[config.mk]
export PLATFORM = sky130hd
export DESIGN_NAME = la_oa211_bist
export DESIGN_NICKNAME = d
export VERILOG_FILES = /design/src/rtl/la_oa211_bist.sv
export SDC_FILE = /design/constraint.sdc
export NUM_CORES = 1
export LEC_CHECK = 0
export CORE_MARGIN = 2
export CORE_UTILIZATION = 59
export CTS_CLUSTER_DIAMETER = 120
export DETAILED_ROUTE_END_ITERATION = 6
export PLACE_DENSITY = 0.84
export SLEW_MARGIN = 20
export SYNTH_ARGS = -nofsm -noshare
export SYNTH_HDL_FRONTEND = slang
export SYNTH_SLANG_ARGS = --single-unit
[constraint.sdc]
create_clock -name clk -period 2.6 [get_ports clk]
set_input_delay 0.52 -clock clk [delete_from_list [all_inputs] [get_ports clk]]
set_output_delay 0.52 -clock clk [all_outputs]
set_load 0.03 [all_outputs]
[src/rtl/la_oa211_bist.sv]
// la_oa211_bist: built-in self-test for an oa211 cell, z = (a0 | a1) & b0 & c0.
//
// The block steps the four gate inputs through all 16 patterns, PASSES times
// over. Each cycle it checks the gate response against the ideal function and
// reports the result. The gate under test is combinational and wired directly:
// a0/a1/b0/c0 drive the gate, and z returns within the same cycle.
//
// Parameters:
//   PROP    implementation property string (no behavioural effect)
//   PASSES  number of full 16-pattern sweeps per run, 1..255
//
// Ports:
//   clk           clock, rising edge
//   nreset        asynchronous active-low reset
//   start         level-sampled run request, honoured only when idle
//   a0,a1,b0,c0   drive to the gate under test (pat[0..3])
//   z             gate response
//   busy          high while sweeping
//   done          one-cycle pulse when a run completes
//   pass          result of the last completed run
//   fail_count    saturating mismatch count of the current/last run
//   fail_valid    at least one mismatch in the current/last run
//   fail_pattern  first mismatching pattern (only with LA_OA211_BIST_CAPTURE_EN)
//
// Optional feature macro: LA_OA211_BIST_CAPTURE_EN adds the fail_pattern
// port and its capture register.

module la_oa211_bist #(
  parameter string PROP   = "DEFAULT",
  parameter int    PASSES = 1
) (
  input  logic       clk,
  input  logic       nreset,
  input  logic       start,
  output logic       a0,
  output logic       a1,
  output logic       b0,
  output logic       c0,
  input  logic       z,
  output logic       busy,
  output logic       done,
  output logic       pass,
  output logic [7:0] fail_count,
`ifdef LA_OA211_BIST_CAPTURE_EN
  output logic [3:0] fail_pattern,
`endif
  output logic       fail_valid
);

  // PROP is informational only; this empty branch just references it.
  if (PROP == "") begin : g_prop_unset
  end

  localparam logic [7:0] LAST_SWEEP = 8'(PASSES - 1);

  typedef enum logic [1:0] {
    S_IDLE = 2'd0,
    S_RUN  = 2'd1,
    S_DONE = 2'd2
  } state_e;

  state_e     state_q;
  logic [3:0] pat_q;
  logic [7:0] sweep_q;
  logic [7:0] fail_cnt_q;
  logic [7:0] fail_cnt_d;
  logic       fail_vld_q;
  logic       pass_q;
  logic       busy_q;
  logic       done_q;
  logic       exp_d;
  logic       mism_d;
  logic       last_d;
`ifdef LA_OA211_BIST_CAPTURE_EN
  logic [3:0] fail_pat_q;
`endif

  always_comb begin
    exp_d      = (pat_q[0] | pat_q[1]) & pat_q[2] & pat_q[3];
    mism_d     = (z != exp_d);
    fail_cnt_d = fail_cnt_q;
    if (mism_d && (fail_cnt_q != 8'hFF)) begin
      fail_cnt_d = fail_cnt_q + 8'd1;
    end
    last_d     = (pat_q == 4'hF) && (sweep_q == LAST_SWEEP);
  end

  always_ff @(posedge clk or negedge nreset) begin
    if (!nreset) begin
      state_q    <= S_IDLE;
      pat_q      <= 4'd0;
      sweep_q    <= 8'd0;
      fail_cnt_q <= 8'd0;
      fail_vld_q <= 1'b0;
      pass_q     <= 1'b0;
      busy_q     <= 1'b0;
      done_q     <= 1'b0;
`ifdef LA_OA211_BIST_CAPTURE_EN
      fail_pat_q <= 4'd0;
`endif
    end else begin
      case (state_q)
        S_IDLE: begin
          done_q <= 1'b0;
          if (start) begin
            state_q    <= S_RUN;
            busy_q     <= 1'b1;
            pat_q      <= 4'd0;
            sweep_q    <= 8'd0;
            fail_cnt_q <= 8'd0;
            fail_vld_q <= 1'b0;
            pass_q     <= 1'b0;
`ifdef LA_OA211_BIST_CAPTURE_EN
            fail_pat_q <= 4'd0;
`endif
          end
        end
        S_RUN: begin
          if (mism_d) begin
            fail_cnt_q <= fail_cnt_d;
            fail_vld_q <= 1'b1;
`ifdef LA_OA211_BIST_CAPTURE_EN
            if (!fail_vld_q) begin
              fail_pat_q <= pat_q;
            end
`endif
          end
          // pat wraps 15 -> 0, so the drive outputs read 0 again once the run ends.
          pat_q <= pat_q + 4'd1;
          if (pat_q == 4'hF) begin
            sweep_q <= sweep_q + 8'd1;
          end
          if (last_d) begin
            state_q <= S_DONE;
            busy_q  <= 1'b0;
            done_q  <= 1'b1;
            pass_q  <= (fail_cnt_d == 8'd0);
          end
        end
        S_DONE: begin
          state_q <= S_IDLE;
          done_q  <= 1'b0;
        end
        default: begin
          state_q <= S_IDLE;
          busy_q  <= 1'b0;
          done_q  <= 1'b0;
        end
      endcase
    end
  end

  assign a0         = pat_q[0];
  assign a1         = pat_q[1];
  assign b0         = pat_q[2];
  assign c0         = pat_q[3];
  assign busy       = busy_q;
  assign done       = done_q;
  assign pass       = pass_q;
  assign fail_count = fail_cnt_q;
  assign fail_valid = fail_vld_q;
`ifdef LA_OA211_BIST_CAPTURE_EN
  assign fail_pattern = fail_pat_q;
`endif

endmodule

=== Word-level counts from Yosys, hierarchy flattened ===
Index checks and enable logic that the tools add are counted.

* Eq/ne operators: 9
* Reductions and logical operators: 12
* Bitwise logic cells: 4
* Mux-type cells: 21
* Add/subtract/negate cells: 3

{| class="wikitable"
|+ Operators by type and width
! kind !! count
|-
| $mux 8 || 4
|-
| $pmux 8 s2 || 2
|-
| $add 8x1->8 const B || 2
|-
| $logic_not 8->1 || 2
|-
| $reduce_and 3->1 || 4
|-
| $ne 2x2->1 const B || 4
|-
| $ne 8x8->1 const B || 1
|-
| $pmux 4 s2 || 1
|-
| $mux 1 || 7
|-
| $add 4x1->4 const B || 1
|-
| $eq 4x4->1 const B || 1
|-
| $mux 2 || 2
|-
| $mux 4 || 1
|-
| $pmux 1 s2 || 2
|-
| $pmux 2 s2 || 1
|-
| $reduce_and 2->1 || 2
|-
| $pmux 1 s3 || 1
|-
| $and 1x1->1 || 2
|-
| $eq 2x1->1 const B || 1
|-
| $eq 2x2->1 const B || 1
|-
| $logic_and 1x1->1 || 2
|-
| $logic_not 2->1 || 1
|-
| $reduce_bool 2->1 || 1
|-
| $ne 1x1->1 || 1
|-
| 2 further kinds || 2
|}

* Register bits: 26
* Logic and storage cells: 57
* Input port bits: 4
* Output and inout bits: 16

=== Logic depth before layout (Yosys ltp) ===
Gate-level depths: netlist of run 1.

* Depth after elaboration: 9
* Depth in mapped cells: 9
* Mapped depth without buffers: 8

=== Worst setup path after synthesis of run 1 ===
No wires, ideal clock.

* Path type: reg-to-reg
* From: register pat_q[0]
* To: register fail_cnt_q[3], in the netlist fail_count[3]
* Buffers on the path: 1
* Setup slack: 618 ps
* Setup time: 126 ps
* Data arrival time: 1,856 ps
* Required time: 2,474 ps
* Stages on the path, launching flop included: 10
* Clock period less this slack: 1,982 ps
* Path through: dfrtp_1 inv_1 ha_1 nand3b_4 xor2_2 a31oi_4 buf_6 a41oi_1 o21ai_1 o31ai_1

* Longest elaborated chain between the ends: 8
* Elaborated cells on any way between the ends: 10
* Classes of those cells: 2 x eq/ne; 3 x mux; 3 x bitwise; 2 x reduce/logical

{| class="wikitable"
|+ RTL lines
! item !! RTL line !! source
|-
| start, declared || 63 || <nowiki>logic [3:0] pat_q;</nowiki>
|-
| start signal, assigned || 129 || <nowiki>pat_q <= pat_q + 4'd1;</nowiki>
|-
| $or 1x1->1 * || 79 || <nowiki>exp_d = (pat_q[0] | pat_q[1]) & pat_q[2] & pat_q[3];</nowiki>
|-
| $and 1x1->1 * (2 in series) || 79 ||
|-
| $ne 1x1->1 * || 80 || <nowiki>mism_d = (z != exp_d);</nowiki>
|-
| $logic_and 1x1->1 || 82 || <nowiki>if (mism_d && (fail_cnt_q != 8'hFF)) begin</nowiki>
|-
| $mux 8 || 82 ||
|-
| $mux 8 || 119 || <nowiki>if (mism_d) begin</nowiki>
|-
| $pmux 8 s2 || 102 || <nowiki>case (state_q)</nowiki>
|-
| end signal, assigned || 120 || <nowiki>fail_cnt_q <= fail_cnt_d;</nowiki>
|-
| end, declared || 65 || <nowiki>logic [7:0] fail_cnt_q;</nowiki>
|}

Every way passes the cells marked *; elsewhere a longest branch is shown, timed or not. The select of a mux whose other input is x is not followed.
A chain may end at the register's enable or synchronous reset.

=== Worst setup path after layout of run 1 ===
* From: register fail_cnt_q[4], in the netlist fail_count[4]
* To: output port fail_count[4]

{| class="wikitable"
|+ RTL lines
! item !! RTL line !! source
|-
| end, declared || 43 || <nowiki>output logic [7:0] fail_count,</nowiki>
|}

No word-level cell between the ends.

==> summary.log, run 1 <==
[route] total via count in the routed design 1292
[sta] fmax 449 MHz
[clocking] Num CTS Buffers 3
[setup_path] Critical Setup Path Class register to output pin
[yosys] share of flip-flops with an asynchronous set or reset 100%
[sta] final setup violation count 0
[floorplanning] number of placement rows 18
[yosys] sequential share of the synthesized area 41.5%
[final_layout] nets 191
[global_routing] global-route wire length before repair 5640 µm
[clocking] CTS Sinks 26
[yosys] number of instances in the synthesized netlist 163
[clocking] post-CTS sizing 0
[setup_path] CP max stage delay 0.75 ns
[run_status] status finished, final reports clean
[setup_path] length in cells of the worst reg-to-reg path 7
[floorplanning] die extent in y 55.6 µm
[global_routing] maximum number of pins on one net before global-route repair 27
[placement] DP Wirelength 2360 µm
[yosys] cell type contributing the most total cell area after synthesis sky130_fd_sc_hd__dfrtp_1
[final_layout] most used cells in the layout excluding fill and tap cells 26 x sky130_fd_sc_hd__dfrtp_1, 19 x sky130_fd_sc_hd__clkdlybuf4s50_1, 16 x sky130_fd_sc_hd__nor2_1, 16 x sky130_fd_sc_hd__o21ai_0, 14 x sky130_fd_sc_hd__nand3_1
[final_layout] Layout area overhead 15.6%
[global_routing] total overflow reported by the global router 0
[floorplanning] full die area 3090 µm²
[yosys] post-synthesis area per instance 9.62 µm²
[setup_path] startpoint of the most critical register-to-register path fail_count[0]$_DFFE_PN0P_
[floorplanning] initial cell density of the core 62.7%
[route] via density per instance 6.12
[floorplanning] horizontal extent of the die 55.6 µm
[floorplanning] Floorplan Core Area 2500 µm²
[min_path] startpoint of the worst hold path done$_DFFE_PN0P_
[sta] least setup slack across all paths after layout 0.375 ns
[yosys] warnings from Yosys 0
[yosys] flip-flop cell with the highest count after synthesis sky130_fd_sc_hd__dfrtp_1
[sta] count of endpoints failing hold in the final timing report 0
[yosys] FF+latch count, synth 26
[yosys] leading cell types by total area after synthesis sky130_fd_sc_hd__dfrtp_1 42%, sky130_fd_sc_hd__o21ai_0 5.1%, sky130_fd_sc_hd__nand3_1 4.5%, sky130_fd_sc_hd__ha_1 4.0%, sky130_fd_sc_hd__nor2_1 3.8%
[final_layout] number of antenna diodes 0
[min_path] hold path cells 2
[clocking] hold-fix buffer count after cts 0
[setup_path] data required time at the worst endpoint 2.08 ns
[setup_path] crit path max fanout 11
[final_layout] leading cell type in the layout, fill and taps excluded sky130_fd_sc_hd__dfrtp_1
[setup_path] worst-case register-to-register setup slack 0.49 ns
[route] number of remaining DRC errors 0
[route] wire per inst 15.4 µm
[placement] global placer's final weighted congestion 0.924
[power] leakage power total 0.782 nW
[sta] summed negative setup slack over all endpoints 0 ns
[power] Power, Total 0.824 mW
[route] First DRT Iteration DRCs 62
[final_layout] share of final-layout standard cells stronger than drive strength 1 9.94%
[setup_path] kind of end point of the critical path output pin
[run] count of max-cap constraint violations 0
[power] Power Dens Cells 454 nW/µm²
[placement] worst slack at placement 0.386 ns
[global_routing] vias in the first global route 1212
[power] Worst VDD drop 0.384 mV
[global_routing] number of antenna violations at the first check in global routing 0
[setup_path] critical-path cell list clkdlybuf4s50_1
[floorplanning] number of primary I/O pins 20
[setup_path] Critical Path Start Type register
[setup_path] arrival time worst endpoint 1.71 ns
[clocking] clock latency on the worst-skew pair 0.33 ns
[setup_path] critical path's slowest cell sky130_fd_sc_hd__clkdlybuf4s50_1
[setup_path] number of buffer and inverter instances along the worst setup path 1
[placement] number of placed cells counting well taps 207
[clocking] root buf cell sky130_fd_sc_hd__clkbuf_4
[setup_path] cell family contributing the most delay on the critical path buffers and inverters
[global_routing] overall global routing resource usage 23.1%
[sta] Final Skew 0.00495 ns
[route] router iterations before antenna repair 4
[sta] fin crit period 2.23 ns
[sta] RSZ-0062 raised after global routing false
[sta] measured slew at the worst slew-check pin 0.417 ns
[yosys] Yosys top cell area share 41.5%
[yosys] unique cell type count in the Yosys netlist 46
[min_path] worst min-delay path endpoint done$_DFFE_PN0P_
[yosys] netlist area before placement 1570 µm²
[clocking] TritonCTS clock tree done
[yosys] count of flip-flops with a built-in enable after synthesis 0
[setup_path] Reg2Reg Capture Point pass$_DFFE_PN0P_
[yosys] Post-Syn Nets 172
[clocking] largest buffer count on any clock path 2
[route] total wire length after detailed routing 3250 µm
[final_layout] non-filler cells in the finished layout 211
[sta] relative slew slack 72.2%
[clocking] # H-tree levels 1
[route] Detail Route Antenna Nets 0
[min_path] min-delay worst type register to register
[clocking] clock transition at the registers of the reported paths 0.14 ns
[placement] buffers added on ports 19
[clocking] buffers inserted during post-CTS setup optimization 0
[sta] max-slew violation count 0
[sta] fin crit share 85.6%
routing by layer:
| metal | part of all wire, % | up-vias | track usage [%] |
|---|---|---|---|
| met5 | 0 | - | 0 |
| met4 | 1.4 | 0 | 9.06 |
| met3 | 6.3 | 6 | 5.15 |
| met2 | 46 | 45 | 34.5 |
| met1 | 46 | 617 | 32.6 |
| li1 | - | 624 | - |
worst reg2reg max path: cells and delay by family, from the launching register on:
family | cells | cell delay (ns)
and+or+nand+nor | 3 | 0.64
DFF | 1 | 0.56
AOI/OAI and AO/OA | 3 | 0.53
adders and majority gates | 1 | 0.32
through the flow:
step	utilization [%]	hold slack (ns)	instance area, µm²
after global routing	72.5	0.537	1810
final	72.5	0.514	1810
after global placement	70.4	0.468	1760
after floorplan	-	0.224	1570
after CTS	72.5	0.519	1810
after detailed placement	70.4	0.470	1760
cells by family (layout without fill, tap and decap cells):
family,Yosys count,after routing,share of synthesized area (%)
AOI/OAI and AO/OA,36,36,15.3
xor gates and xnor gates,9,9,6.70
muxes,4,4,2.55
adders and majority gates,5,5,3.99
buffers and inverters,15,33,5.11
DFF,26,26,41.5
and+or+nand+nor,68,68,24.8
power breakdown:
group	total, mW	switching (mW)	internal (mW)
sequential	0.436	0.0226	0.413
clock	0.280	0.124	0.156
combinational	0.108	0.0635	0.0443
total	0.824	0.210	0.614
final cells by class:
class,instances,area [µm²]
Multi-Input combinational cell,122,837
Fill cell,191,687
Sequential cell,26,651
Timing Repair Buffer,21,205
Tap cell,30,37.5
Clock inverter,1,30.0
Inverter,8,30.0
Clock buffer,3,22.5
synth_stat cells (2+ instances only):
cell	number
sky130_fd_sc_hd__a21oi_1	5
sky130_fd_sc_hd__and3_1	4
sky130_fd_sc_hd__and3_4	2
sky130_fd_sc_hd__buf_2	3
sky130_fd_sc_hd__buf_6	2
sky130_fd_sc_hd__dfrtp_1	26
sky130_fd_sc_hd__ha_1	5
sky130_fd_sc_hd__inv_1	8
sky130_fd_sc_hd__mux2i_1	4
sky130_fd_sc_hd__nand2_1	11
sky130_fd_sc_hd__nand2b_1	2
sky130_fd_sc_hd__nand3_1	14
sky130_fd_sc_hd__nand4_1	7
sky130_fd_sc_hd__nor2_1	16
sky130_fd_sc_hd__o21ai_0	16
sky130_fd_sc_hd__o31ai_1	3
sky130_fd_sc_hd__xor2_1	6
worst max path at each step:
stage,from,endpoint,slack (ns),cells after the start
floorplan,pat_q[0]$_DFFE_PN0P_,fail_count[3]$_DFFE_PN0P_,0.62,9
global placement,z,fail_count[6]$_DFFE_PN0P_,0.43,6
detailed placement,z,pass$_DFFE_PN0P_,0.39,6
CTS,fail_count[4]$_DFFE_PN0P_,fail_count[4],0.38,1
global route,fail_count[4]$_DFFE_PN0P_,fail_count[4],0.32,1
finish,fail_count[4]$_DFFE_PN0P_,fail_count[4],0.37,1
flip-flops by register name, summed over array words and instances, names as in the netlist:
register,cells
pass,1
fail_count,8
pat_q,4
sweep_q,8
busy,1
fail_valid,1
done,1
state_q,2
Note: power is estimated with default switching activity, not from simulation.
==> run 2: changes to the inputs <==
--- a/config.mk
+++ b/config.mk
@@ -5,11 +5,12 @@
 export SDC_FILE = /design/constraint.sdc
 export NUM_CORES = 1
 export LEC_CHECK = 0
+export ABC_AREA = 1
 export CORE_MARGIN = 2
 export CORE_UTILIZATION = 59
 export CTS_CLUSTER_DIAMETER = 120
 export DETAILED_ROUTE_END_ITERATION = 6
-export PLACE_DENSITY = 0.84
+export PLACE_DENSITY = 0.92
 export SLEW_MARGIN = 20
 export SYNTH_ARGS = -nofsm -noshare
 export SYNTH_HDL_FRONTEND = slang
==> run 2 against run 1 <==
Effect of this change: final cell count grew 24%; area after synthesis grew 0.32%; first-iteration DRC count down 18%; global-route usage up 0.51 points; sequential cell count is the same; largest power group unchanged; highest routed layer unchanged.
==> summary.log, run 2 <==
[run_status] status finished, final reports clean [unchanged]
[min_path] min-delay worst type register to register [unchanged]
[clocking] clock transition at the registers of the reported paths 0.15 ns [was 0.14 ns]
[sta] fmax 478 MHz [was 449 MHz]
[route] number of remaining DRC errors 0 [unchanged]
[route] total via count in the routed design 1443 [was 1292]
[yosys] unique cell type count in the Yosys netlist 28 [was 46]
[clocking] TritonCTS clock tree done [unchanged]
[sta] Final Skew 0.00130 ns [was 0.00495 ns]
[placement] global placer's final weighted congestion 0.869 [was 0.924]
[sta] measured slew at the worst slew-check pin 0.356 ns [was 0.417 ns]
[setup_path] Critical Path Start Type register [unchanged]
[yosys] simple-gate area share of the yosys netlist 36.0% [was 24.8%]
[yosys] FF+latch count, synth 26 [unchanged]
[yosys] multiplexer share of the synthesized area 0.636% [was 2.55%]
[clocking] clock latency on the worst-skew pair 0.33 ns [about the same]
[min_path] startpoint of the worst hold path fail_valid$_DFFE_PN0P_ [was done$_DFFE_PN0P_]
[clocking] # H-tree levels 1 [unchanged]
[floorplanning] number of placement rows 18 [unchanged]
[clocking] CTS Sinks 26 [unchanged]
[setup_path] crit path max fanout 7 [was 11]
[clocking] largest buffer count on any clock path 2 [unchanged]
[setup_path] cell family contributing the most delay on the critical path buffers and inverters [unchanged]
[clocking] hold-fix buffer count after cts 0 [unchanged]
[yosys] cell type contributing the most total cell area after synthesis sky130_fd_sc_hd__dfrtp_1 [unchanged]
[sta] count of endpoints failing hold in the final timing report 0 [unchanged]
[sta] Post-Route Hold Slack 0.510 ns [was 0.514 ns]
[route] router iterations before antenna repair 4 [unchanged]
[final_layout] non-filler cells in the finished layout 262 [was 211]
[placement] worst slack at placement 0.566 ns [was 0.386 ns]
[final_layout] nets 242 [was 191]
[yosys] leading post-synthesis cells by instance count 60 x sky130_fd_sc_hd__nand2_1, 27 x sky130_fd_sc_hd__inv_1, 26 x sky130_fd_sc_hd__dfrtp_1, 19 x sky130_fd_sc_hd__nand3_1, 17 x sky130_fd_sc_hd__nor2_1 [was 26 x sky130_fd_sc_hd__dfrtp_1, 16 x sky130_fd_sc_hd__nor2_1, 16 x sky130_fd_sc_hd__o21ai_0, 14 x sky130_fd_sc_hd__nand3_1, 11 x sky130_fd_sc_hd__nand2_1]
[yosys] number of instances in the synthesized netlist 210 [was 163]
[placement] number of placed cells counting well taps 258 [was 207]
[run] count of max-cap constraint violations 0 [unchanged]
[yosys] Synth Area in Adders 3.98% [was 3.99%]
[global_routing] total overflow reported by the global router 0 [unchanged]
[route] wire per inst 13.2 µm [was 15.4 µm]
[yosys] share of flip-flops with an asynchronous set or reset 100% [unchanged]
[final_layout] Layout area overhead 15.8% [was 15.6%]
[route] First DRT Iteration DRCs 51 [was 62]
[min_path] hold path cells 2 [unchanged]
[power] Power Dens Cells 508 nW/µm² [was 454 nW/µm²]
[setup_path] data required time at the worst endpoint 2.08 ns [about the same]
[final_layout] share of final-layout standard cells stronger than drive strength 1 9.05% [was 9.94%]
[power] leakage power total 0.926 nW [was 0.782 nW]
[yosys] post-synthesis share of cell area spent on xor and xnor gates 1.67% [was 6.70%]
[setup_path] number of buffer and inverter instances along the worst setup path 1 [unchanged]
[clocking] root buf cell sky130_fd_sc_hd__clkbuf_4 [unchanged]
[power] Power, Total 0.925 mW [was 0.824 mW]
[sta] summed negative setup slack over all endpoints 0 ns [unchanged]
[final_layout] most used cells in the layout excluding fill and tap cells 60 x sky130_fd_sc_hd__nand2_1, 27 x sky130_fd_sc_hd__inv_1, 26 x sky130_fd_sc_hd__dfrtp_1 [was 26 x sky130_fd_sc_hd__dfrtp_1, 19 x sky130_fd_sc_hd__clkdlybuf4s50_1, 16 x sky130_fd_sc_hd__nor2_1, 16 x sky130_fd_sc_hd__o21ai_0, 14 x sky130_fd_sc_hd__nand3_1]
[setup_path] Reg2Reg Capture Point fail_count[0]$_DFFE_PN0P_ [was pass$_DFFE_PN0P_]
[setup_path] critical path's slowest cell sky130_fd_sc_hd__clkdlybuf4s50_1 [unchanged]
[global_routing] overall global routing resource usage 23.6% [was 23.1%]
[final_layout] number of antenna diodes 0 [unchanged]
[global_routing] vias in the first global route 1307 [was 1212]
[setup_path] CP max stage delay 0.73 ns [was 0.75 ns]
[global_routing] number of antenna violations at the first check in global routing 0 [unchanged]
[yosys] leading cell types by total area after synthesis sky130_fd_sc_hd__dfrtp_1 41%, sky130_fd_sc_hd__nand2_1 14%, sky130_fd_sc_hd__inv_1 6.4%, sky130_fd_sc_hd__nand3_1 6.0%, sky130_fd_sc_hd__nor2_1 4.1% [was sky130_fd_sc_hd__dfrtp_1 42%, sky130_fd_sc_hd__o21ai_0 5.1%, sky130_fd_sc_hd__nand3_1 4.5%, sky130_fd_sc_hd__ha_1 4.0%, sky130_fd_sc_hd__nor2_1 3.8%]
[global_routing] global-route wire length before repair 5800 µm [was 5640 µm]
[sta] max-slew violation count 0 [unchanged]
[yosys] netlist area before placement 1570 µm² [about the same]
[yosys] count of flip-flops with a built-in enable after synthesis 0 [unchanged]
[sta] RSZ-0062 raised after global routing false [unchanged]
[floorplanning] initial cell density of the core 62.9% [was 62.7%]
[final_layout] leading cell type in the layout, fill and taps excluded sky130_fd_sc_hd__nand2_1 [was sky130_fd_sc_hd__dfrtp_1]
[route] via density per instance 5.51 [was 6.12]
[floorplanning] full die area 3090 µm² [about the same]
[placement] DP Wirelength 2450 µm [was 2360 µm]
[route] total wire length after detailed routing 3450 µm [was 3250 µm]
[yosys] flip-flop cell with the highest count after synthesis sky130_fd_sc_hd__dfrtp_1 [unchanged]
[sta] fin crit period 2.09 ns [was 2.23 ns]
[final_layout] finished layout cell area 1820 µm² [was 1810 µm²]
[setup_path] startpoint of the most critical register-to-register path pat_q[0]$_DFFE_PN0P_ [was fail_count[0]$_DFFE_PN0P_]
[yosys] warnings from Yosys 0 [unchanged]
[sta] final setup violation count 0 [unchanged]
[final_layout] Fill cells 192 [was 191]
[setup_path] Critical Setup Path Class register to output pin [unchanged]
[setup_path] worst-case register-to-register setup slack 0.70 ns [was 0.49 ns]
[clocking] buffers inserted during post-CTS setup optimization 0 [unchanged]
[floorplanning] horizontal extent of the die 55.6 µm [about the same]
[yosys] area fraction in compound gates after synthesis 7.48% [was 15.3%]
[route] Detail Route Antenna Nets 0 [unchanged]
[setup_path] critical-path cell list clkdlybuf4s50_1 [unchanged]
[placement] buffers added on ports 19 [unchanged]
[global_routing] maximum number of pins on one net before global-route repair 27 [unchanged]
[yosys] sequential share of the synthesized area 41.4% [was 41.5%]
[min_path] worst min-delay path endpoint fail_valid$_DFFE_PN0P_ [was done$_DFFE_PN0P_]
[setup_path] length in cells of the worst reg-to-reg path 9 [was 7]
[floorplanning] die extent in y 55.6 µm [about the same]
[clocking] post-CTS sizing 0 [unchanged]
[floorplanning] Floorplan Core Area 2500 µm² [unchanged]
[setup_path] arrival time worst endpoint 1.57 ns [was 1.71 ns]
[placement] cell area after placement 1790 µm² [was 1760 µm²]
[power] Worst VDD drop 0.473 mV [was 0.384 mV]
[yosys] Yosys top cell area share 41.4% [was 41.5%]
[yosys] most instantiated library cell after synthesis sky130_fd_sc_hd__nand2_1 [was sky130_fd_sc_hd__dfrtp_1]
[yosys] Post-Syn Nets 219 [was 172]
[setup_path] kind of end point of the critical path output pin [unchanged]
[sta] relative slew slack 76.3% [was 72.2%]
[final_layout] end-of-flow core utilization 72.9% [was 72.5%]
[yosys] post-synthesis area per instance 7.49 µm² [was 9.62 µm²]
[sta] fin crit share 80.5% [was 85.6%]
[sta] least setup slack across all paths after layout 0.507 ns [was 0.375 ns]
[clocking] Num CTS Buffers 3 [unchanged]
[floorplanning] number of primary I/O pins 20 [unchanged]
[yosys] dominant combinational cell family by area after synthesis simple AND/OR/NAND/NOR gates [unchanged]
-- run 2: changes by cell type in the layout (fill, tap and decap cells not counted), sizes merged, moves of 4 or more --
cell,change
and3,-6
inv,+21
nand2,+54
nand3,+6
nor2,+5
nor3,+4
o21ai,-6
o22ai,+4
xor2,-5
-- run 2: cell families (layout without fill, tap and decap cells) --
family,after synthesis,count (layout)
mux,1,1
flops,26,26
buf+inv,32,54
compound gates,21,21
fa+ha+maj,5,5
simple gates,122,122
xor+xnor,3,3
-- run 2: layout make-up --
type	instances	area (µm²)	area share [%]
Multi-Input combinational cell	152	783	43.0
Tap cell	30	37.5	2.06
Sequential cell	26	651	35.7
Timing Repair Buffer	21	205	11.3
Clock buffer	4	36.3	1.99
Inverter	29	109	5.98
-- run 2: where the power goes --
group | total (mW) | internal, mW | switching (mW)
combinational | 0.243 | 0.0954 | 0.148
clock | 0.214 | 0.0858 | 0.128
sequential | 0.468 | 0.428 | 0.0401
-- run 2: metal layers --
| layer | GRT usage (%) | part of all wire, % | vias up |
|---|---|---|---|
| li1 | - | - | 720 |
| met1 | 33.2 | 45 | 663 |
| met2 | 36.9 | 47 | 58 |
| met3 | 5.35 | 7.0 | 2 |
| met4 | 6.27 | 0.44 | 0 |
| met5 | 0 | 0 | - |
-- run 2: worst max path at each step --
| stage | from | endpoint | depth (start not counted) |
|---|---|---|---|
| final | fail_count[2]$_DFFE_PN0P_ | fail_count[2] | 1 |
| after floorplan | pat_q[0]$_DFFE_PN0P_ | pass$_DFFE_PN0P_ | 13 |
| after detailed placement | z | fail_count[5]$_DFFE_PN0P_ | 7 |
| after global placement | z | fail_count[3]$_DFFE_PN0P_ | 7 |
| after global routing | fail_count[2]$_DFFE_PN0P_ | fail_count[2] | 1 |
| after CTS | fail_count[2]$_DFFE_PN0P_ | fail_count[2] | 1 |
==> run 3: changes to the inputs <==
--- a/config.mk
+++ b/config.mk
@@ -7,10 +7,10 @@
 export LEC_CHECK = 0
 export ABC_AREA = 1
 export CORE_MARGIN = 2
-export CORE_UTILIZATION = 59
+export CORE_UTILIZATION = 49
 export CTS_CLUSTER_DIAMETER = 120
 export DETAILED_ROUTE_END_ITERATION = 6
-export PLACE_DENSITY = 0.92
+export PLACE_DENSITY = 0.83
 export SLEW_MARGIN = 20
 export SYNTH_ARGS = -nofsm -noshare
 export SYNTH_HDL_FRONTEND = slang
==> constraint.sdc (replaced) <==
create_clock -name clk -period 1.9 [get_ports clk]
set_input_delay 0.38 -clock clk [delete_from_list [all_inputs] [get_ports clk]]
set_output_delay 0.38 -clock clk [all_outputs]
set_load 0.03 [all_outputs]
==> run 3 against run 2 <==
Effect of this change: power up 36%; combinational power up 34%; via count down 0.14%; non-clock buffer count up 4; global-route usage down 3.7 points; critical path type unchanged.
==> summary.log, run 3 (synthesized netlist as in run 2, its figures left out) <==
[clocking] Num CTS Buffers 3 [unchanged]
[placement] number of placed cells counting well taps 276 [was 258]
[sta] summed negative setup slack over all endpoints 0 ns [unchanged]
[sta] max-slew violation count 0 [unchanged]
[min_path] min-delay worst type input port to asynchronous set/reset pin [was register to register]
[power] Worst VDD drop 0.443 mV [was 0.473 mV]
[setup_path] length in cells of the worst reg-to-reg path 13 [was 9]
[final_layout] leading cell type in the layout, fill and taps excluded sky130_fd_sc_hd__nand2_1 [unchanged]
[global_routing] global-route wire length before repair 5490 µm [was 5800 µm]
[setup_path] critical-path cell list clkdlybuf4s50_1 [unchanged]
[setup_path] Critical Setup Path Class register to output pin [unchanged]
[floorplanning] Floorplan Core Area 3050 µm² [was 2500 µm²]
[placement] global placer's final weighted congestion 0.816 [was 0.869]
[placement] DP Wirelength 2470 µm [was 2450 µm]
[clocking] TritonCTS clock tree done [unchanged]
[power] Power Dens Cells 667 nW/µm² [was 508 nW/µm²]
[placement] worst slack at placement 0.0856 ns [was 0.566 ns]
[route] via density per instance 5.15 [was 5.51]
[clocking] clock transition at the registers of the reported paths 0.14 ns [was 0.15 ns]
[setup_path] CP max stage delay 0.69 ns [was 0.73 ns]
[sta] fin crit share 96.0%
[power] Power, Total 1.26 mW [was 0.925 mW]
[floorplanning] number of primary I/O pins 20 [unchanged]
[final_layout] Fill cells 273 [was 192]
[setup_path] worst-case register-to-register setup slack 0.17 ns [was 0.70 ns]
[route] Detail Route Antenna Nets 0 [unchanged]
[sta] fin crit period 1.82 ns
[global_routing] vias in the first global route 1276 [was 1307]
[setup_path] Reg2Reg Capture Point pass$_DFFE_PN0P_ [was fail_count[0]$_DFFE_PN0P_]
[clocking] clock latency on the worst-skew pair 0.33 ns [about the same]
[clocking] largest buffer count on any clock path 2 [unchanged]
[final_layout] nets 246 [was 242]
[sta] least setup slack across all paths after layout 0.0751 ns [was 0.507 ns]
[clocking] root buf cell sky130_fd_sc_hd__clkbuf_4 [unchanged]
[route] number of remaining DRC errors 0 [unchanged]
[placement] buffers added on ports 19 [unchanged]
[final_layout] Layout area overhead 19.7% [was 15.8%]
[floorplanning] horizontal extent of the die 60.7 µm [was 55.6 µm]
[sta] relative slew slack 64.8% [was 76.3%]
[route] wire per inst 11.9 µm [was 13.2 µm]
[final_layout] number of antenna diodes 0 [unchanged]
[sta] final setup violation count 0 [unchanged]
[route] total wire length after detailed routing 3330 µm [was 3450 µm]
[setup_path] startpoint of the most critical register-to-register path pat_q[0]$_DFFE_PN0P_ [unchanged]
[final_layout] most used cells in the layout excluding fill and tap cells 60 x sky130_fd_sc_hd__nand2_1, 27 x sky130_fd_sc_hd__inv_1, 26 x sky130_fd_sc_hd__dfrtp_1 [unchanged]
[global_routing] maximum number of pins on one net before global-route repair 27 [unchanged]
[clocking] # H-tree levels 1 [unchanged]
[final_layout] end-of-flow core utilization 61.7% [was 72.9%]
[setup_path] Crit path depth 1 [unchanged]
[floorplanning] full die area 3680 µm² [was 3090 µm²]
[placement] cell area after placement 1830 µm² [was 1790 µm²]
[route] total via count in the routed design 1441 [was 1443]
[setup_path] kind of end point of the critical path output pin [unchanged]
[sta] Post-Route Hold Slack 0.392 ns [was 0.510 ns]
[global_routing] number of antenna violations at the first check in global routing 0 [unchanged]
[setup_path] Critical Path Start Type register [unchanged]
[setup_path] critical path's slowest cell sky130_fd_sc_hd__clkdlybuf4s50_1 [unchanged]
[setup_path] crit path max fanout 4 [was 7]
[run_status] status finished, final reports clean [unchanged]
[sta] measured slew at the worst slew-check pin 0.526 ns [was 0.356 ns]
[floorplanning] initial cell density of the core 51.5% [was 62.9%]
[power] leakage power total 1.03 nW [was 0.926 nW]
[setup_path] number of buffer and inverter instances along the worst setup path 1 [unchanged]
[global_routing] total overflow reported by the global router 0 [unchanged]
[setup_path] CP Capture Point a1 [was fail_count[2]]
[route] router iterations before antenna repair 5 [was 4]
[floorplanning] number of placement rows 20 [was 18]
[sta] Final Skew 0.00453 ns [was 0.00130 ns]
[floorplanning] die extent in y 60.7 µm [was 55.6 µm]
[global_routing] overall global routing resource usage 19.9% [was 23.6%]
[final_layout] non-filler cells in the finished layout 280 [was 262]
[setup_path] arrival time worst endpoint 1.44 ns [was 1.57 ns]
[setup_path] data required time at the worst endpoint 1.52 ns [was 2.08 ns]
[sta] count of endpoints failing hold in the final timing report 0 [unchanged]
[setup_path] cell family contributing the most delay on the critical path buffers and inverters [unchanged]
[clocking] CTS Sinks 26 [unchanged]
[setup_path] start point of the critical path pat_q[1]$_DFFE_PN0P_ [was fail_count[2]$_DFFE_PN0P_]
[final_layout] finished layout cell area 1880 µm² [was 1820 µm²]
[final_layout] share of final-layout standard cells stronger than drive strength 1 10.6% [was 9.05%]
[route] First DRT Iteration DRCs 69 [was 51]
[sta] fmax 548 MHz
[run] count of max-cap constraint violations 0 [unchanged]
==> run 3: cell count changes in the layout (fill, tap and decap cells not counted) <==
cell                              delta
sky130_fd_sc_hd__buf_4               +4
sky130_fd_sc_hd__clkdlybuf4s50_1    -10
sky130_fd_sc_hd__dlygate4sd2_1       +3
sky130_fd_sc_hd__dlymetal6s2s_1      +7
sky130_fd_sc_hd__o21ai_0             -1
sky130_fd_sc_hd__o21ai_1             +1
==> run 3: where the power goes <==
part	internal [mW]	total, mW	switching (mW)
sequential	0.585	0.637	0.0520
clock	0.117	0.292	0.175
combinational	0.121	0.326	0.205
==> run 3: layout make-up <==
class	instances	area, µm²	share of cell area, %
Clock buffer	4	36.3	1.93
Inverter	29	109	5.78
Multi-Input combinational cell	152	783	41.6
Sequential cell	26	651	34.6
Tap cell	44	55.1	2.92
Timing Repair Buffer	25	249	13.2
==> run 3: worst register-to-register path: cells and delay by family, from the launching register on <==
family,cells,cell delay [ns]
buffers and inverters,3,0.24
AND/OR/NAND/NOR,9,0.78
flip-flops,1,0.43
adder cells (fa/ha/maj),1,0.22
==> run 3: what timing repair did <==
| item | in CTS | in global routing |
|---|---|---|
| setup endpoints to repair | 3 | 9 |
| buffers inserted | 0 | 0 |
| resized for setup | 3 | 8 |
| hold buffers | 0 | 0 |
| pin swaps | 0 | 0 |
==> run 3: per-layer routing <==
layer  global-route usage, %  part of all wire, %  vias up
met5                       0                    0        -
met4                    7.76                  1.6        0
met3                    2.56                  6.5        5
met2                    29.5                   44       47
met1                    29.7                   48      664
li1                        -                    -      725
==> run 3: worst min path at each step <==
stage | cells after the start | start | slack, ns | end
after global placement | 2 | busy$_DFFE_PN0P_ | 0.46 | busy$_DFFE_PN0P_
after floorplan | 0 | nreset | 0.08 | busy$_DFFE_PN0P_
after CTS | 2 | nreset | 0.40 | pat_q[0]$_DFFE_PN0P_
after global routing | 2 | nreset | 0.42 | sweep_q[6]$_DFFE_PN0P_
after detailed placement | 2 | busy$_DFFE_PN0P_ | 0.46 | busy$_DFFE_PN0P_
final | 2 | nreset | 0.39 | sweep_q[6]$_DFFE_PN0P_
==> RTL edit 1 (settings of run 3) <==
Add a define of `LA_OA211_BIST_CAPTURE_EN`.
--- a/src/rtl/la_oa211_bist.sv
+++ b/src/rtl/la_oa211_bist.sv
@@ -24,6 +24,8 @@
 //
 // Optional feature macro: LA_OA211_BIST_CAPTURE_EN adds the fail_pattern
 // port and its capture register.
+
+`define LA_OA211_BIST_CAPTURE_EN
 
 module la_oa211_bist #(
   parameter string PROP   = "DEFAULT",
Formal check against the unedited RTL (old outputs only; new: fail_pattern): equivalent (equiv_simple and equiv_induct, registers matched by name and starting in step).
==> RTL edit 1 against run 3 <==
Sequential cell count up 4; clock skew grew 0.011 ns; worst setup slack gained 0.014 ns; non-clock buffer count increased by 3; clock power increased by 25%; total power up 13%; final area increased by 13%; routed wire length is 13% higher; critical path depth did not move; synthesized area rose by 11%; sequential share of layout area is 0.78 points higher; highest routed layer unchanged.
==> RTL edit 1: results (changes against run 3) <==
- Skew final: 0.01505 ns (+0.01052 ns)
- Clock Path Buffers: 2 (unchanged)
- DRT iter0 DRCs: 78 (+13%)
- Root Driver: clkbuf_4
- Clock transition at path regs: 0.10 ns (-0.04 ns)
- Compound-cell area share of the yosys netlist: 0.1033 (+0.02852)
- Largest net degree at the start of global routing: 31 (+15%)
- Worst vdd ir: 0.4694 mV (+6.0%)
- Post-route insts no fill: 303 (+8.2%)
- Critical path fanouts, max: 4 (unchanged)
- Htree depth: 2 (+1)
- Fin Hold WS: 0.4064 ns (+0.01405 ns)
- Worst Hold Class: in2async
- Avg Cell Area, Syn: 7.821 um^2 (+4.4%)
- Share of cells above drive strength 1: 0.1556 (+0.04971)
- Asr flop ratio synth: 1.000 (unchanged)
- Crit-path slowest cell: clkdlybuf4s50_1
- HPWL after DPL: 2.820 mm (+14%)
- Clock Latency Late Sink: around 0.34 ns
- Synth Area in Adders: 0.03587 (-0.003909)
- Gpl congestion: 0.8973 (+10%)
- Port Buffers: 23 (+4)
- Actual slew at the worst max-slew pin: 0.3715 ns (-0.1542 ns)
- Top post-synthesis cells by count: 53 x nand2_1, 30 x dfrtp_1, 27 x nor2_1, 26 x inv_1, 17 x nand3_1
- Initial antenna violation count: 0 (unchanged)
- Max stage delay on crit path: 0.69 ns (about the same)
- Synth cell types: 29 (+3.6%)
- Global-route wire length before repair: 6.775 mm (+23%)
- Post-CTS setup buffers: 0 (unchanged)
- Gr usage total: 0.2177 (+0.01846)
- Status: complete, no violations
- FF-to-FF setup slack: 0.23 ns (+0.06 ns)
- Synth top area cells: dfrtp_1 43%, nand2_1 11%, nor2_1 5.8%, inv_1 5.6%, nand3_1 4.9%
- Arr. time, crit path: 1.43 ns
- Top delay family on crit path: buffers and inverters
- CTS resizes: 0 (-3)
- Syn. warnings: 0 (unchanged)
- Via density: 5.168 (+0.43%)
- Wirelength per Cell: 12.44 um (+4.7%)
- Post-synthesis mux area share: 0 (-0.006364)
- Synth Area in XOR/XNOR: 0.005022 (-0.01168)
- Seq/Total Area, Yosys: 0.4304 (+0.01673)
- Ant diodes: 0 (unchanged)
- Vias in the first global route: 1551 (+22%)
- Pre-Repair DR Iteration Count: 4 (-1)
- Final net count: 266 (+8.1%)
- Syn_nets: 232 (+5.9%)
- Number of CTS-inserted buffers: 5 (+2)
- Filler Cell Count: 306 (+12%)
- Leak: 1.091 nW (+5.7%)
## RTL edit 1: logic make-up (layout without fill, tap and decap cells)
| family | count (synthesis) | count (layout) |
|---|---|---|
| AND/OR/NAND/NOR | 123 | 123 |
| buffers and inverters | 33 | 67 |
| AO/OA/AOI/OAI | 31 | 31 |
| flip-flops | 30 | 30 |
| adder cells (fa/ha/maj) | 5 | 5 |
| XOR/XNOR | 1 | 1 |
## RTL edit 1: layout make-up
| type | count | area (um^2) | share of cell area |
|---|---|---|---|
| clock buffers | 5 | 37.54 | 0.01767 |
| clock inverters | 2 | 10.01 | 0.004711 |
| inverters | 32 | 120.1 | 0.05654 |
| multi-input cells | 160 | 868.3 | 0.4087 |
| flip-flops and latches | 30 | 750.7 | 0.3534 |
| well taps | 46 | 57.56 | 0.02709 |
| repair buffers | 28 | 280.3 | 0.1319 |
## RTL edit 1: worst paths after layout
path,start,to,cells past startpoint
worst max-delay path,pat_q[0]$_DFFE_PN0P_,a0,1
worst min-delay path,nreset,fail_count[0]$_DFFE_PN0P_,2
worst max register to register,pat_q[0]$_DFFE_PN0P_,pass$_DFFE_PN0P_,11
worst min register to register,busy$_DFFE_PN0P_,busy$_DFFE_PN0P_,2
max in group asynchronous,nreset,sweep_q[0]$_DFFE_PN0P_,2
min in group clk,busy$_DFFE_PN0P_,busy$_DFFE_PN0P_,2
## RTL edit 1: metrics by stage
step | setup WS (ns) | instance area (um^2)
finish | 0.08943 | 2125
detailed placement | 0.1236 | 2064
floorplan | 0.1760 | 1744
CTS | 0.01175 | 2112
global placement | 0.1624 | 2064
global route | 0.01909 | 2125
## RTL edit 1: layer usage
layer	GRT usage	wire, um
met3	0.06250	178
met1	0.2604	1707
met2	0.3658	1824
met4	0.08967	58
met5	0	0
## RTL edit 1: power breakdown
| group | switching (W) | internal [W] |
|---|---|---|
| registers | 0.0000427 | 0.000669 |
| logic | 0.000213 | 0.000125 |
| clock network | 0.000231 | 0.000133 |
==> RTL edit 2 (settings of run 3) <==
Without the edit above. Add an input register stage for `start` and `z`; this delays them by one clock. Comments in the files are not updated.
--- a/src/rtl/la_oa211_bist.sv
+++ b/src/rtl/la_oa211_bist.sv
@@ -47,6 +47,14 @@
   output logic       fail_valid
 );
 
+  logic start_q;
+  logic z_q;
+
+  always_ff @(posedge clk) begin
+    start_q <= start;
+    z_q     <= z;
+  end
+
   // PROP is informational only; this empty branch just references it.
   if (PROP == "") begin : g_prop_unset
   end
@@ -77,7 +85,7 @@
 
   always_comb begin
     exp_d      = (pat_q[0] | pat_q[1]) & pat_q[2] & pat_q[3];
-    mism_d     = (z != exp_d);
+    mism_d     = (z_q != exp_d);
     fail_cnt_d = fail_cnt_q;
     if (mism_d && (fail_cnt_q != 8'hFF)) begin
       fail_cnt_d = fail_cnt_q + 8'd1;
@@ -102,7 +110,7 @@
       case (state_q)
         S_IDLE: begin
           done_q <= 1'b0;
-          if (start) begin
+          if (start_q) begin
             state_q    <= S_RUN;
             busy_q     <= 1'b1;
             pat_q      <= 4'd0;
Formal check against the unedited RTL: not equivalent (a bounded check fails within 4 cycles, from zero or initial values and one cycle with nreset low).
==> RTL edit 2 against run 3 <==
Synthesized area increased by 0.88%; sequential cell count increased by 2; clock skew increased by 0.010 ns; routed wire length decreased by 6.6%; final area decreased by 0.27%; synthesized cell count decreased by 0.48%; worst setup slack improved by 0.019 ns; register-to-register slack improved by 0.08 ns; highest routed layer unchanged.
Power is not compared: it rests on default switching activity, and its combinational part moved more than twofold at a synthesized area within 25%.
==> RTL edit 2: results (changes against run 3) <==
- DR vias: 1408 (-2.3%)
- DP Worst Slack: 0.2723 ns (+0.1866 ns)
- Gr usage total: 0.1998 (+0.0006223)
- Skew final: 0.01476 ns (+0.01023 ns)
- HPWL after DPL: 2.380 mm (-3.6%)
- Routed wl met2: 1.426 mm (-1.8%)
- Asr flop ratio synth: 0.9286 (-0.07143)
- Final net count: 243 (-1.2%)
- WL final: 3.109 mm (-6.6%)
- Dpl cell area: 0.001839 mm^2 (+0.34%)
- Via density: 5.083 (-1.2%)
- Compound-cell area share of the yosys netlist: 0.08912 (+0.01434)
- Syn_nets: 218 (-0.46%)
- FF-to-FF setup slack: 0.25 ns (+0.08 ns)
- Top post-synthesis cells by count: 62 x nand2_1, 28 x inv_1, 26 x dfrtp_1, 18 x nand3_1, 16 x nor2_1
- CTS resizes: 2 (-1)
- Vias in the first global route: 1234 (-3.3%)
- Most Crowded Layer GR: met2
- Worst Reg-to-Reg Cells: 9 (-4)
- Pre-Repair DR Iteration Count: 4 (-1)
- Reg2reg end: fail_count[2]$_DFFE_PN0P_
- Fin Hold WS: 0.4011 ns (+0.008771 ns)
- DRT iter0 DRCs: 81 (+17%)
- Status: complete, no violations
- DP Cell Count: 273 (-1.1%)
- Gpl congestion: 0.9082 (+11%)
- Share of cells above drive strength 1: 0.09442 (-0.01151)
- Met3 Use GR: 0.04264 (+0.01706)
- Seq/Total Area, Yosys: 0.4353 (+0.02165)
-- RTL edit 2: worst max path at each step --
stage | from | end | slack [ns] | cells past startpoint
after floorplan | pat_q[0]$_DFFE_PN0P_ | fail_count[0]$_DFFE_PN0P_ | 0.26 | 9
after global placement | pat_q[0]$_DFFE_PN0P_ | fail_count[4]$_DFFE_PN0P_ | 0.30 | 9
after detailed placement | pat_q[0]$_DFFE_PN0P_ | fail_count[2]$_DFFE_PN0P_ | 0.27 | 9
after CTS | fail_count[5]$_DFFE_PN0P_ | fail_count[5] | 0.003 | 1
after global routing | pat_q[1]$_DFFE_PN0P_ | a1 | 0.01 | 1
final | fail_count[1]$_DFFE_PN0P_ | fail_count[1] | 0.09 | 1
-- RTL edit 2: final cells by class --
type / instances / area (um^2)
Multi-Input combinational cell: 148 / 772.0
Fill cell: 306 / 1200
Timing Repair Buffer: 20 / 210.2
Clock buffer: 4 / 26.28
Inverter: 33 / 123.9
Tap cell: 44 / 55.05
Sequential cell: 28 / 690.7
